**src/rtl/operand_stage_pkg.sv**
```systemverilog
// Shared types for the decode/execute operand stage: forward selects, register-zero index
// and output-register states.
package operand_stage_pkg;

  typedef struct packed {
    logic ex;
    logic mem;
  } fwd_type_t;

  localparam logic [4:0] REG_ZERO = 5'd0;

  typedef enum logic {
    EMPTY = 1'b0,
    FULL  = 1'b1
  } os_state_t;

  function automatic logic fwd_conflict(input fwd_type_t f);
    return f.ex & f.mem;
  endfunction

endpackage

```
**src/rtl/operand_stage_if.sv**
```systemverilog
// Decode-side, forwarding-side and execute-side signals of the operand stage.
// The slave view is the stage itself; master is the surrounding pipeline.
interface operand_stage_if #(
  parameter int XLEN      = 32,
  parameter int PAYLOAD_W = 64
) ();
  import operand_stage_pkg::*;

  logic                 de_valid;
  logic                 de_ready;
  logic [4:0]           de_rs1;
  logic [4:0]           de_rs2;
  logic [XLEN-1:0]      rf_rs1_data;
  logic [XLEN-1:0]      rf_rs2_data;
  logic [PAYLOAD_W-1:0] de_payload;
  logic                 fwd_stall;
  fwd_type_t            fwd_rs1;
  fwd_type_t            fwd_rs2;
  logic [XLEN-1:0]      ex_result;
  logic [XLEN-1:0]      mem_result;
  logic                 flush;
  logic                 op_valid;
  logic                 ex_ready;
  logic [XLEN-1:0]      op_a;
  logic [XLEN-1:0]      op_b;
  logic [PAYLOAD_W-1:0] op_payload;

  modport master (
    output de_valid, de_rs1, de_rs2, rf_rs1_data, rf_rs2_data, de_payload,
    output fwd_stall, fwd_rs1, fwd_rs2, ex_result, mem_result, flush, ex_ready,
    input  de_ready, op_valid, op_a, op_b, op_payload
  );

  modport slave (
    input  de_valid, de_rs1, de_rs2, rf_rs1_data, rf_rs2_data, de_payload,
    input  fwd_stall, fwd_rs1, fwd_rs2, ex_result, mem_result, flush, ex_ready,
    output de_ready, op_valid, op_a, op_b, op_payload
  );

endinterface

```
**src/rtl/operand_stage_mux.sv**
```systemverilog
// Single-source operand select: EX forward, then MEM forward, then regfile; x0 always reads zero.
module operand_mux
  import operand_stage_pkg::*;
#(
  parameter int XLEN = 32
) (
  input  logic [4:0]      rs,
  input  fwd_type_t       fwd,
  input  logic [XLEN-1:0] rf_data,
  input  logic [XLEN-1:0] ex_data,
  input  logic [XLEN-1:0] mem_data,
  output logic [XLEN-1:0] operand
);

  always_comb begin
    operand = rf_data;
    if (rs == REG_ZERO) begin
      operand = '0;
    end else if (fwd.ex) begin
      operand = ex_data;
    end else if (fwd.mem) begin
      operand = mem_data;
    end
  end

endmodule

```
**src/rtl/operand_stage.sv**
```systemverilog
// Decode/execute boundary register: resolves forwarded operands, registers them with the control
// payload under valid/ready, inserts bubbles on load-use stall or flush, counts stall cycles.
module operand_stage
  import operand_stage_pkg::*;
#(
  parameter int XLEN      = 32,
  parameter int PAYLOAD_W = 64,
  parameter int STALL_CW  = 16
) (
  input  logic                clk,
  input  logic                reset,
  operand_stage_if.slave      bus,
  input  logic                perf_clr,
  output logic [STALL_CW-1:0] stall_cnt
);

  os_state_t            state_p1;
  os_state_t            state_nxt;
  logic                 vld_p1;
  logic                 space;
  logic                 accept;
  logic                 load;
  logic                 stall_evt;
  logic [XLEN-1:0]      a_p0;
  logic [XLEN-1:0]      b_p0;
  logic [XLEN-1:0]      a_p1;
  logic [XLEN-1:0]      b_p1;
  logic [PAYLOAD_W-1:0] pay_p1;
  logic [STALL_CW-1:0]  cnt_q;

  function automatic logic [STALL_CW-1:0] sat_inc(input logic [STALL_CW-1:0] v);
    return (&v) ? v : v + {{(STALL_CW-1){1'b0}}, 1'b1};
  endfunction

  // Stage p0: operand resolution against the instruction currently presented by decode
  operand_mux #(.XLEN(XLEN)) u_mux_a (
    .rs       (bus.de_rs1),
    .fwd      (bus.fwd_rs1),
    .rf_data  (bus.rf_rs1_data),
    .ex_data  (bus.ex_result),
    .mem_data (bus.mem_result),
    .operand  (a_p0)
  );

  operand_mux #(.XLEN(XLEN)) u_mux_b (
    .rs       (bus.de_rs2),
    .fwd      (bus.fwd_rs2),
    .rf_data  (bus.rf_rs2_data),
    .ex_data  (bus.ex_result),
    .mem_data (bus.mem_result),
    .operand  (b_p0)
  );

  assign vld_p1       = (state_p1 == FULL);
  assign space        = ~vld_p1 | bus.ex_ready;
  assign bus.de_ready = space & ~bus.fwd_stall & ~bus.flush;
  assign accept       = bus.de_valid & bus.de_ready;
  // Stall cycles only count while the output slot could have taken the instruction
  assign stall_evt    = bus.de_valid & bus.fwd_stall & ~bus.flush & space;

  always_comb begin
    state_nxt = state_p1;
    load      = 1'b0;
    if (bus.flush) begin
      state_nxt = EMPTY;
    end else if (accept) begin
      state_nxt = FULL;
      load      = 1'b1;
    end else if (bus.ex_ready && vld_p1) begin
      state_nxt = EMPTY;
    end
  end

  always_ff @(posedge clk or posedge reset) begin
    if (reset) begin
      state_p1 <= EMPTY;
    end else begin
      state_p1 <= state_nxt;
    end
  end

  // Stage p1: registered operands and payload toward execute
  always_ff @(posedge clk or posedge reset) begin
    if (reset) begin
      a_p1   <= '0;
      b_p1   <= '0;
      pay_p1 <= '0;
    end else if (load) begin
      a_p1   <= a_p0;
      b_p1   <= b_p0;
      pay_p1 <= bus.de_payload;
    end
  end

  always_ff @(posedge clk or posedge reset) begin
    if (reset) begin
      cnt_q <= '0;
    end else if (perf_clr) begin
      cnt_q <= '0;
    end else if (stall_evt) begin
      cnt_q <= sat_inc(cnt_q);
    end
  end

  assign bus.op_valid   = vld_p1;
  assign bus.op_a       = a_p1;
  assign bus.op_b       = b_p1;
  assign bus.op_payload = pay_p1;
  assign stall_cnt      = cnt_q;

  a_fwd1_onehot: assert property (@(posedge clk) disable iff (reset)
    !fwd_conflict(bus.fwd_rs1));
  a_fwd2_onehot: assert property (@(posedge clk) disable iff (reset)
    !fwd_conflict(bus.fwd_rs2));
  a_hold_stable: assert property (@(posedge clk) disable iff (reset)
    (vld_p1 && !bus.ex_ready) |=> ($stable(a_p1) && $stable(b_p1) && $stable(pay_p1)));

endmodule

```
**src/flat_wrapper.sv**
```systemverilog
// flat-port wrapper written by rule: the top's interface ports become plain ports
module operand_stage_flat import operand_stage_pkg::*;
#(
  parameter int XLEN      = 32,
  parameter int PAYLOAD_W = 64,
  parameter int STALL_CW  = 16
)
  (clk, reset, perf_clr, stall_cnt, bus_de_valid, bus_de_rs1, bus_de_rs2, bus_rf_rs1_data, bus_rf_rs2_data, bus_de_payload, bus_fwd_stall, bus_fwd_rs1, bus_fwd_rs2, bus_ex_result, bus_mem_result, bus_flush, bus_ex_ready, bus_de_ready, bus_op_valid, bus_op_a, bus_op_b, bus_op_payload);
  operand_stage_if #(.XLEN(XLEN), .PAYLOAD_W(PAYLOAD_W)) bus_i ();
  input  logic clk;
  input  logic reset;
  input  logic perf_clr;
  output logic [STALL_CW-1:0] stall_cnt;
  input wire logic [$bits(bus_i.de_valid)-1:0] bus_de_valid;
  input wire logic [$bits(bus_i.de_rs1)-1:0] bus_de_rs1;
  input wire logic [$bits(bus_i.de_rs2)-1:0] bus_de_rs2;
  input wire logic [$bits(bus_i.rf_rs1_data)-1:0] bus_rf_rs1_data;
  input wire logic [$bits(bus_i.rf_rs2_data)-1:0] bus_rf_rs2_data;
  input wire logic [$bits(bus_i.de_payload)-1:0] bus_de_payload;
  input wire logic [$bits(bus_i.fwd_stall)-1:0] bus_fwd_stall;
  input wire logic [$bits(bus_i.fwd_rs1)-1:0] bus_fwd_rs1;
  input wire logic [$bits(bus_i.fwd_rs2)-1:0] bus_fwd_rs2;
  input wire logic [$bits(bus_i.ex_result)-1:0] bus_ex_result;
  input wire logic [$bits(bus_i.mem_result)-1:0] bus_mem_result;
  input wire logic [$bits(bus_i.flush)-1:0] bus_flush;
  input wire logic [$bits(bus_i.ex_ready)-1:0] bus_ex_ready;
  output wire logic [$bits(bus_i.de_ready)-1:0] bus_de_ready;
  output wire logic [$bits(bus_i.op_valid)-1:0] bus_op_valid;
  output wire logic [$bits(bus_i.op_a)-1:0] bus_op_a;
  output wire logic [$bits(bus_i.op_b)-1:0] bus_op_b;
  output wire logic [$bits(bus_i.op_payload)-1:0] bus_op_payload;
  assign bus_i.de_valid = bus_de_valid;
  assign bus_i.de_rs1 = bus_de_rs1;
  assign bus_i.de_rs2 = bus_de_rs2;
  assign bus_i.rf_rs1_data = bus_rf_rs1_data;
  assign bus_i.rf_rs2_data = bus_rf_rs2_data;
  assign bus_i.de_payload = bus_de_payload;
  assign bus_i.fwd_stall = bus_fwd_stall;
  assign bus_i.fwd_rs1 = bus_fwd_rs1;
  assign bus_i.fwd_rs2 = bus_fwd_rs2;
  assign bus_i.ex_result = bus_ex_result;
  assign bus_i.mem_result = bus_mem_result;
  assign bus_i.flush = bus_flush;
  assign bus_i.ex_ready = bus_ex_ready;
  assign bus_de_ready = bus_i.de_ready;
  assign bus_op_valid = bus_i.op_valid;
  assign bus_op_a = bus_i.op_a;
  assign bus_op_b = bus_i.op_b;
  assign bus_op_payload = bus_i.op_payload;
  operand_stage #(.XLEN(XLEN), .PAYLOAD_W(PAYLOAD_W), .STALL_CW(STALL_CW)) u_core (.clk(clk), .reset(reset), .bus(bus_i), .perf_clr(perf_clr), .stall_cnt(stall_cnt));
endmodule
```
**config.mk**
```make
export PLATFORM = sky130hd
export DESIGN_NAME = operand_stage_flat
export DESIGN_NICKNAME = d
export VERILOG_FILES = /design/src/rtl/operand_stage_pkg.sv /design/src/rtl/operand_stage_if.sv /design/src/rtl/operand_stage_mux.sv /design/src/rtl/operand_stage.sv /design/src/flat_wrapper.sv
export SDC_FILE = /design/constraint.sdc
export NUM_CORES = 1
export LEC_CHECK = 0
export ABC_AREA = 1
export ABC_CLOCK_PERIOD_IN_PS = 9850
export CAP_MARGIN = 20
export CORE_MARGIN = 8
export CORE_UTILIZATION = 44
export CTS_CLUSTER_SIZE = 28
export DETAILED_ROUTE_END_ITERATION = 12
export GPL_TIMING_DRIVEN = 0
export PLACE_DENSITY = 0.87
export SYNTH_ARGS = -nofsm -noshare
export SYNTH_HDL_FRONTEND = slang
export SYNTH_SLANG_ARGS = --single-unit
```
**constraint.sdc**
```tcl
create_clock -name clk -period 9.85 [get_ports clk]
set_input_delay 1.97 -clock clk [delete_from_list [all_inputs] [get_ports clk]]
set_output_delay 1.97 -clock clk [all_outputs]
set_load 0.02 [all_outputs]
```
==> flow_metrics.py, run 1 <==
metrics = {
    "drt": {
        "drt_iter0_drc": 431,
        "drtPass1Iterations": 7,
        "final_antenna_net_count": 0,
        "num_vias": 8029,
        "drt-total-wl_um": 29200,
        "wl_per_cell_um": 18.9,
        "viasPerCell": 5.21,
        "drc_errors": 0,
    },
    "setup_path": {
        "critPathCaptureType": "output port",
        "cp_data_arrival_time_ns": 3.33,
        "cp_max_fo": 3,
        "worst_setup_path_start_kind": "primary input",
        "crit_type": "primary input to output port",
        "cp_data_required_time_ns": 7.88,
    },
    "placed_design": {
        "place_worst_setup_slack_ns": 4.55,
        "place_hpwl_um": 22800,
        "place_congestion": 0.899,
        "port_buffers": 356,
    },
    "yosys": {
        "synth_top_cell_by_area": "dfrtp_1",
        "avgSynthCellArea_um2": 7.53,
        "ys_types": 28,
        "synth.area.top_cells": "dfrtp_1, nand2_1, o21ai_0",
        "yosys_warnings": 0,
        "ys_ff_latch": 145,
        "syn_inst": 936,
        "synth_top_area_share_pct": 51.5,
        "synth_nets": 1150,
        "synth_area_um2": 7050,
        "ys_seq_area_share_pct": 51.5,
    },
    "sta": {
        "tightest_slew_ns": 0.645,
        "min_period_ns": 5.30,
        "setup_violations": 0,
        "slew_viol_final": 0,
        "slew_headroom_pct": 57.0,
        "rsz0062_at_grt": "false",
        "layout_setup_ws_ns": 4.55,
        "fin_skew_ns": 0.00629,
        "hold_violations": 0,
        "fin_setup_tns_ns": 0,
        "fmax_mhz": 189,
        "min_period_over_period_pct": 53.8,
    },
    "clock_network": {
        "post_cts_buffers": 0,
        "cts_tree": "yes",
        "cts_max_level": 4,
        "cts_made_buffers": 17,
        "root_buffer": "clkbuf_16",
        "clk_latency_ns": 0.42,
        "cts_sinks": 145,
        "clk_pin_slew_ns": 0.06,
        "ctsResizeCount": 0,
        "clockBufferDepth": 2,
        "hold_buffers": 0,
    },
    "layout": {
        "multi_input_area_um2": 3070,
        "layout.nets": 1526,
        "synthToLayoutAreaGrowth_pct": 63.6,
        "final_util_pct": 73.2,
        "regArea_um2": 3630,
        "nFillCells": 1205,
        "drive_gt1_share_pct": 5.43,
    },
    "grt": {
        "grt_usage_pct": 27.9,
        "grt_max_degree": 78,
        "grt_overflow": 0,
        "grt_pass1_vias": 7960,
        "antenna_found_initial": 1,
        "grt_pass1_wl_um": 43600,
    },
    "pwr": {
        "ir_drop_mv": 0.122,
        "p_per_area_nw_per_um2": 176,
        "pwr-share-clk_pct": 33.2,
        "sw_frac_of_total_pct": 31.5,
        "switching_power_mw": 0.642,
        "seqPwrFrac_pct": 36.6,
        "p_comb_share_pct": 30.2,
        "intPower_mw": 1.39,
        "p_leak_nw": 5.24,
    },
    "die": {
        "fp.coreArea_um2": 15800,
        "start_util_pct": 44.7,
        "die_w_um": 143,
        "dieArea_um2": 20300,
        "die_h_um": 143,
        "num_io_pins": 359,
        "rows": 46,
    },
    "flow_run": {
        "drv_cap": 0,
    },
    "outcome": {
        "status": "completed",
    },
    "hold_path": {
        "hold_class": "flip-flop to flip-flop",
    },
}
-- final cells by class --
type                            count  area share (%)
Tap cell                          216            2.34
Antenna cell                        1          0.0217
Sequential cell                   145            31.4
Clock buffer                       18            3.81
Multi-Input combinational cell    707            26.6
Clock inverter                     14            1.55
Buffer                             56            2.17
Inverter                           28           0.954
Timing Repair Buffer              357            31.1
-- registers in the layout, indices dropped and copies added (netlist names) --
register	cells
u_core.bus.op_b	32
u_core.stall_cnt	16
u_core.bus.op_a	32
u_core.bus.op_valid	1
u_core.bus.op_payload	64
-- layout by cell type (no fill, tap or decap), types with 2 or more instances in the layout --
master and instances:
clkbuf_16 17, or2_2 2, o21ai_1 12, o21ai_2 10, bufinv_16 3, nand4_1 3
clkinv_4 4, dfrtp_1 145, nor3_1 2, o21bai_1 3, inv_2 4, buf_2 13
nand2_1 433, clkbuf_1 40, a21oi_1 2, inv_1 23, nand3_1 88, inv_6 4
clkinvlp_4 3, nor2_1 18, clkdlybuf4s50_1 356, o21ai_0 125
-- through the flow --
step / instance area [µm²] / power (mW) / cells / hold slack, ns
2_1_floorplan: 7050 / 1.01 / 936 / 0.582
3_3_place_gp: 10900 / 1.35 / 1508 / 0.452
3_5_place_dp: 10900 / 1.37 / 1509 / 0.458
4_1_cts: 11500 / 2.04 / 1541 / 0.473
5_1_grt: 11500 / 2.12 / 1542 / 0.485
6_report: 11500 / 2.04 / 1542 / 0.469
-- critical path, cell delays in order --
cell	delay, ns
clkdlybuf4s50_1	0.45
inv_1	0.04
nand2_1	0.09
nand2_1	0.09
nor2_1	0.09
clkdlybuf4s50_1	0.60
-- worst paths after layout --
check | start | endpoint | slack (ns) | cells past startpoint
min reg2reg | u_core.bus.op_payload[20]$_DFFE_PP0P_ | u_core.bus.op_payload[20]$_DFFE_PP0P_ | 0.47 | 2
min | u_core.bus.op_payload[20]$_DFFE_PP0P_ | u_core.bus.op_payload[20]$_DFFE_PP0P_ | 0.47 | 2
max | bus_ex_ready | bus_de_ready | 4.55 | 6
min in group asynchronous | reset | u_core.bus.op_payload[3]$_DFFE_PP0P_ | 2.03 | 2
max in group asynchronous | reset | u_core.bus.op_a[7]$_DFFE_PP0P_ | 7.03 | 3
max reg2reg | u_core.bus.op_valid$_DFFE_PP0P_ | u_core.bus.op_b[8]$_DFFE_PP0P_ | 7.92 | 8
-- Yosys cell counts --
library cell	count
nand2_1	433
dfrtp_1	145
o21ai_0	125
nand3_1	88
clkbuf_1	40
inv_1	24
nor2_1	18
buf_2	13
o21ai_1	12
o21ai_2	10
inv_2	4
nand4_1	3
o21bai_1	3
a21oi_1	2
nor3_1	2
or2_2	2
buf_1	1
buf_12	1
buf_6	1
ha_1	1
nand2_2	1
nand2_4	1
nand3_2	1
nor2_2	1
nor2_4	1
nor3_2	1
o21bai_2	1
xor2_1	1
-- per-layer routing --
metal  part of all wire [%]  global-route usage [%]  vias up  wire, µm
li1                       -                       -     3779         -
met1                     36                    30.1     3790     10500
met2                     50                    48.3      392     14500
met3                     10                    9.96       68      3060
met4                    3.6                    12.1        0      1040
met5                      0                       0        -         0
-- kinds of logic (layout without fill, tap and decap cells) --
logic type / after synthesis / count (layout) / share of synthesized area (%)
other: 0 / 1 / 0
xor gates and xnor gates: 1 / 1 / 0.124
and+or+nand+nor: 552 / 552 / 31.6
adders and majority gates: 1 / 1 / 0.177
buffers and inverters: 84 / 473 / 5.04
DFF: 145 / 145 / 51.5
AOI/OAI and AO/OA: 153 / 153 / 11.6
-- power groups by stage --
stage	Sequential (mW)	Clock [mW]	Combinational [mW]
after floorplan	0.873	0	0.134
after global placement	0.748	0	0.605
after detailed placement	0.752	0	0.617
after CTS	0.743	0.682	0.620
after global routing	0.754	0.708	0.656
final	0.745	0.676	0.615
Note: power is estimated with default switching activity, not from simulation.
==> inputs of run 2 (changes only) <==
- ABC_CLOCK_PERIOD_IN_PS: 9850 -> 5300
- CORE_UTILIZATION: 44 -> 40
- PLACE_DENSITY: 0.87 -> 0.8
- clock period: 9.85 -> 5.3 ns (I/O delays scaled with it)
==> run 2 against run 1 <==
Compared with the run above: wire length shrank 0.72%; critical path depth is the same; utilization shrank 6.6 points; design area shrank 0.22%; largest power group unchanged; worst hold slack gained 0.00095 ns; critical path type unchanged; via count shrank 2.5%; worst setup slack lost 2.8 ns.
==> flow_metrics.py, run 2 (synthesis results as in run 1) <==
metrics = {
    "grt": {
        "use_met3_pct": 9.22,
        "grt_max_degree": 92,
        "grt_overflow": 0,
        "grt_usage_pct": 25.7,
        "antenna_found_initial": 0,
        "grt-busiest-layer": "met2",
        "grt_pass1_wl_um": 44400,
        "gr-usage-met2_pct": 44.5,
        "grt_pass1_vias": 8007,
        "grt.met1_usage_pct": 28.5,
    },
    "pwr": {
        "p_leak_nw": 5.23,
        "power_mw": 3.71,
        "p_per_area_nw_per_um2": 323,
        "ir_drop_mv": 0.225,
    },
    "clock_network": {
        "root_buffer": "clkbuf_16",
        "clk_pin_slew_ns": 0.06,
        "hold_buffers": 0,
        "cts_made_buffers": 17,
        "clockBufferDepth": 2,
        "cts_max_level": 4,
        "ctsResizeCount": 0,
        "clk_latency_ns": 0.42,
        "cts_tree": "yes",
        "cts_sinks": 145,
        "post_cts_buffers": 0,
    },
    "placed_design": {
        "place_hpwl_um": 23200,
        "place_congestion": 0.889,
        "placed_area_um2": 10900,
        "port_buffers": 356,
        "dp_cells": 1518,
        "place_worst_setup_slack_ns": 1.78,
    },
    "die": {
        "fp.coreArea_um2": 17300,
        "num_io_pins": 359,
        "die_w_um": 149,
        "die_h_um": 149,
        "start_util_pct": 40.8,
        "rows": 48,
        "dieArea_um2": 22100,
    },
    "flow_run": {
        "drv_cap": 0,
    },
    "sta": {
        "slew_viol_final": 0,
        "setup_violations": 0,
        "layout_setup_ws_ns": 1.80,
        "tightest_slew_ns": 0.591,
        "min_period_ns": 3.50,
        "hold_violations": 0,
        "slew_headroom_pct": 60.6,
        "fin_skew_ns": 0.00681,
        "rsz0062_at_grt": "false",
        "min_period_over_period_pct": 66.1,
        "fmax_mhz": 286,
    },
    "layout": {
        "nFillCells": 1472,
        "multi_input_area_um2": 3070,
        "layout.nets": 1526,
        "mostFrequentLayoutCell": "nand2_1",
        "final_area_um2": 11500,
        "drive_gt1_share_pct": 5.43,
        "largest_reg_flops": 64,
        "final_cell_mix": "nand2_1, clkdlybuf4s50_1, dfrtp_1",
        "regArea_um2": 3630,
        "final_cells": 1551,
        "synthToLayoutAreaGrowth_pct": 63.3,
    },
    "drt": {
        "final_antenna_net_count": 0,
        "drc_errors": 0,
        "drtPass1Iterations": 4,
        "num_vias": 7828,
        "viasPerCell": 5.05,
        "drt-total-wl_um": 29000,
        "wl_per_cell_um": 18.7,
        "drt_iter0_drc": 506,
    },
    "setup_path": {
        "crit_chain": "clkdlybuf4s50_1, inv_1, nand2_1, nand2_1, nor2_1, clkdlybuf4s50_1",
        "critPathSlowestCell": "clkdlybuf4s50_1",
        "crit_type": "primary input to output port",
        "cp_data_required_time_ns": 4.24,
        "worst_setup_path_start_kind": "primary input",
        "cp_data_arrival_time_ns": 2.44,
        "critPathCaptureType": "output port",
        "max_stage_delay_ns": 0.61,
        "cp_max_fo": 3,
    },
    "hold_path": {
        "hold_class": "flip-flop to flip-flop",
    },
    "outcome": {
        "status": "completed",
    },
}
==> run 2: metrics by stage <==
stage | util [%] | hold WS [ns] | TNS, ns
after floorplan | - | 0.582 | 0
after global placement | 63.0 | 0.453 | -252.75
after detailed placement | 63.2 | 0.457 | 0
after CTS | 66.6 | 0.473 | 0
after global routing | 66.6 | 0.485 | 0
final | 66.6 | 0.470 | 0
==> run 2: power breakdown <==
group | leakage, nW | total [mW] | switching (mW) | internal, mW
Sequential | 1.83 | 1.38 | 0.0974 | 1.29
Clock | 0.283 | 1.20 | 0.522 | 0.675
Combinational | 3.12 | 1.14 | 0.589 | 0.546
Total | 5.23 | 3.71 | 1.21 | 2.51
==> run 2: area by class of cell <==
type                       instances  share of cell area, %
inverter                          28                  0.956
sequential                       145                   31.5
buffer                            56                   2.17
clock buffer                      18                   3.81
antenna                            1                 0.0217
clock inverter                    14                   1.24
multi-input combinational        707                   26.6
timing repair buffer             357                   31.2
tap                              225                   2.45
==> run 2: final timing paths <==
check | startpoint | end | slack (ns) | cells past startpoint
worst max register to register | u_core.bus.op_valid$_DFFE_PP0P_ | u_core.bus.op_b[19]$_DFFE_PP0P_ | 3.27 | 8
worst min-delay path | u_core.bus.op_payload[50]$_DFFE_PP0P_ | u_core.bus.op_payload[50]$_DFFE_PP0P_ | 0.47 | 2
worst min register to register | u_core.bus.op_payload[50]$_DFFE_PP0P_ | u_core.bus.op_payload[50]$_DFFE_PP0P_ | 0.47 | 2
min in group asynchronous | reset | u_core.bus.op_payload[9]$_DFFE_PP0P_ | 1.07 | 2
worst max-delay path | bus_ex_ready | bus_de_ready | 1.80 | 6
max in group asynchronous | reset | u_core.bus.op_a[0]$_DFFE_PP0P_ | 3.38 | 3
==> run 2: per-layer routing <==
layer / part of all wire, % / up-vias
met4: 2.7 / 0
met3: 10 / 41
li1: - / 3775
met5: 0 / -
met2: 49 / 372
met1: 38 / 3640
==> run 2: worst max-delay path: cells and delay by family <==
family,cells,cell delay [ns]
buffers and inverters,3,1.10
AND/OR/NAND/NOR,3,0.28
==> inputs of run 3 (changes only) <==
- ABC_CLOCK_PERIOD_IN_PS: 5300 -> 2900
- CORE_UTILIZATION: 40 -> 37
- PLACE_DENSITY: 0.8 -> 0.78
- clock period: 5.3 -> 2.9 ns (I/O delays scaled with it)
==> run 3 against run 2 <==
Compared with the run above: sequential power grew 83%; global-route usage fell by 1.5 points; wire length increased by 0.58%; register-to-register slack worse by 2.3 ns; sequential share of layout area fell by 0.092 points.
==> flow_metrics.py, run 3 (synthesis results as in run 1) <==
metrics = {
    "sta": {
        "slew_headroom_pct": 41.7,
        "fmax_mhz": 397,
        "tightest_slew_ns": 0.872,
        "hold_violations": 0,
        "min_period_ns": 2.52,
        "fin_skew_ns": 0.00938,
        "setup_violations": 0,
        "min_period_over_period_pct": 87.0,
        "rsz0062_at_grt": "false",
        "slew_viol_final": 0,
        "layout_setup_ws_ns": 0.378,
        "fin_setup_tns_ns": 0,
    },
    "clock_network": {
        "ctsResizeCount": 0,
        "hold_buffers": 0,
        "clockBufferDepth": 2,
        "clk_pin_slew_ns": 0.06,
        "cts_max_level": 4,
        "root_buffer": "clkbuf_16",
        "post_cts_buffers": 0,
        "cts_made_buffers": 17,
        "cts_sinks": 145,
        "cts_tree": "yes",
        "clk_latency_ns": 0.42,
    },
    "layout": {
        "diodes": 0,
        "final_cell_mix": "nand2_1, clkdlybuf4s50_1, dfrtp_1",
        "synthToLayoutAreaGrowth_pct": 63.8,
        "layout.nets": 1528,
        "drive_gt1_share_pct": 5.58,
        "final_util_pct": 61.7,
        "mostFrequentLayoutCell": "nand2_1",
        "final_area_um2": 11500,
        "largest_reg_flops": 64,
    },
    "grt": {
        "grt_overflow": 0,
        "grt_pass1_wl_um": 44700,
        "grt_pass1_vias": 8107,
        "grt_usage_pct": 24.2,
        "grt_max_degree": 41,
        "antenna_found_initial": 0,
    },
    "die": {
        "die_w_um": 154,
        "start_util_pct": 37.7,
        "dieArea_um2": 23700,
        "num_io_pins": 359,
        "rows": 50,
        "die_h_um": 154,
        "fp.coreArea_um2": 18700,
    },
    "drt": {
        "num_vias": 7868,
        "drtPass1Iterations": 5,
        "final_antenna_net_count": 0,
        "drt-total-wl_um": 29100,
        "viasPerCell": 5.04,
        "wl_per_cell_um": 18.7,
        "drc_errors": 0,
        "drt_iter0_drc": 457,
    },
    "placed_design": {
        "place_hpwl_um": 23200,
        "place_worst_setup_slack_ns": 0.204,
        "port_buffers": 356,
        "placed_area_um2": 11000,
        "place_congestion": 0.907,
    },
    "setup_path": {
        "cp_max_fo": 3,
        "crit_type": "primary input to output port",
        "worst_setup_path_start_kind": "primary input",
        "critPathCaptureType": "output port",
        "cp_data_arrival_time_ns": 1.94,
        "cp_data_required_time_ns": 2.32,
    },
    "pwr": {
        "p_leak_nw": 5.22,
        "p_per_area_nw_per_um2": 587,
        "ir_drop_mv": 0.393,
    },
    "outcome": {
        "status": "completed",
    },
    "flow_run": {
        "drv_cap": 0,
    },
    "hold_path": {
        "hold_class": "flip-flop to flip-flop",
    },
}
## run 3: layer usage
layer	vias up	GRT usage, %	part of all wire [%]
met5	-	0	0
met4	0	9.71	2.7
met3	51	8.77	9.7
met2	365	42.0	49
met1	3673	26.4	38
li1	3779	-	-
## run 3: layout make-up
class | count | area (µm²)
Timing Repair Buffer | 359 | 3620
Sequential cell | 145 | 3630
Clock inverter | 15 | 150
Tap cell | 234 | 293
Clock buffer | 17 | 425
Buffer | 56 | 250
Inverter | 28 | 109
Multi-Input combinational cell | 707 | 3070
Fill cell | 1658 | 7160
## run 3: metrics by stage
stage / std cells / hold slack [ns] / total power, mW
6_report: 1561 / 0.468 / 6.78
4_1_cts: 1561 / 0.473 / 6.84
3_5_place_dp: 1529 / 0.457 / 4.66
3_3_place_gp: 1526 / 0.452 / 4.61
5_1_grt: 1561 / 0.488 / 7.08
2_1_floorplan: 936 / 0.582 / 3.42
## run 3: final timing paths
check,from,to,slack (ns),cells past startpoint
max,bus_ex_ready,bus_de_ready,0.38,6
min,u_core.bus.op_payload[42]$_DFFE_PP0P_,u_core.bus.op_payload[42]$_DFFE_PP0P_,0.47,2
max reg2reg,u_core.bus.op_valid$_DFFE_PP0P_,u_core.bus.op_b[24]$_DFFE_PP0P_,0.95,8
min reg2reg,u_core.bus.op_payload[42]$_DFFE_PP0P_,u_core.bus.op_payload[42]$_DFFE_PP0P_,0.47,2
max in group asynchronous,reset,u_core.bus.op_a[31]$_DFFE_PP0P_,1.52,3
min in group asynchronous,reset,u_core.bus.op_payload[9]$_DFFE_PP0P_,0.69,2
## run 3: worst max-delay path, cell delays in order
cell and delay, ns:
clkdlybuf4s50_1 0.46, inv_1 0.04, nand2_1 0.08, nand2_1 0.08, nor2_1 0.10, clkdlybuf4s50_1 0.61
## run 3: where the power goes
part	total (mW)	switching, mW	internal [mW]
clock network	2.17	0.960	1.20
logic	2.08	1.08	1.00
registers	2.53	0.182	2.35
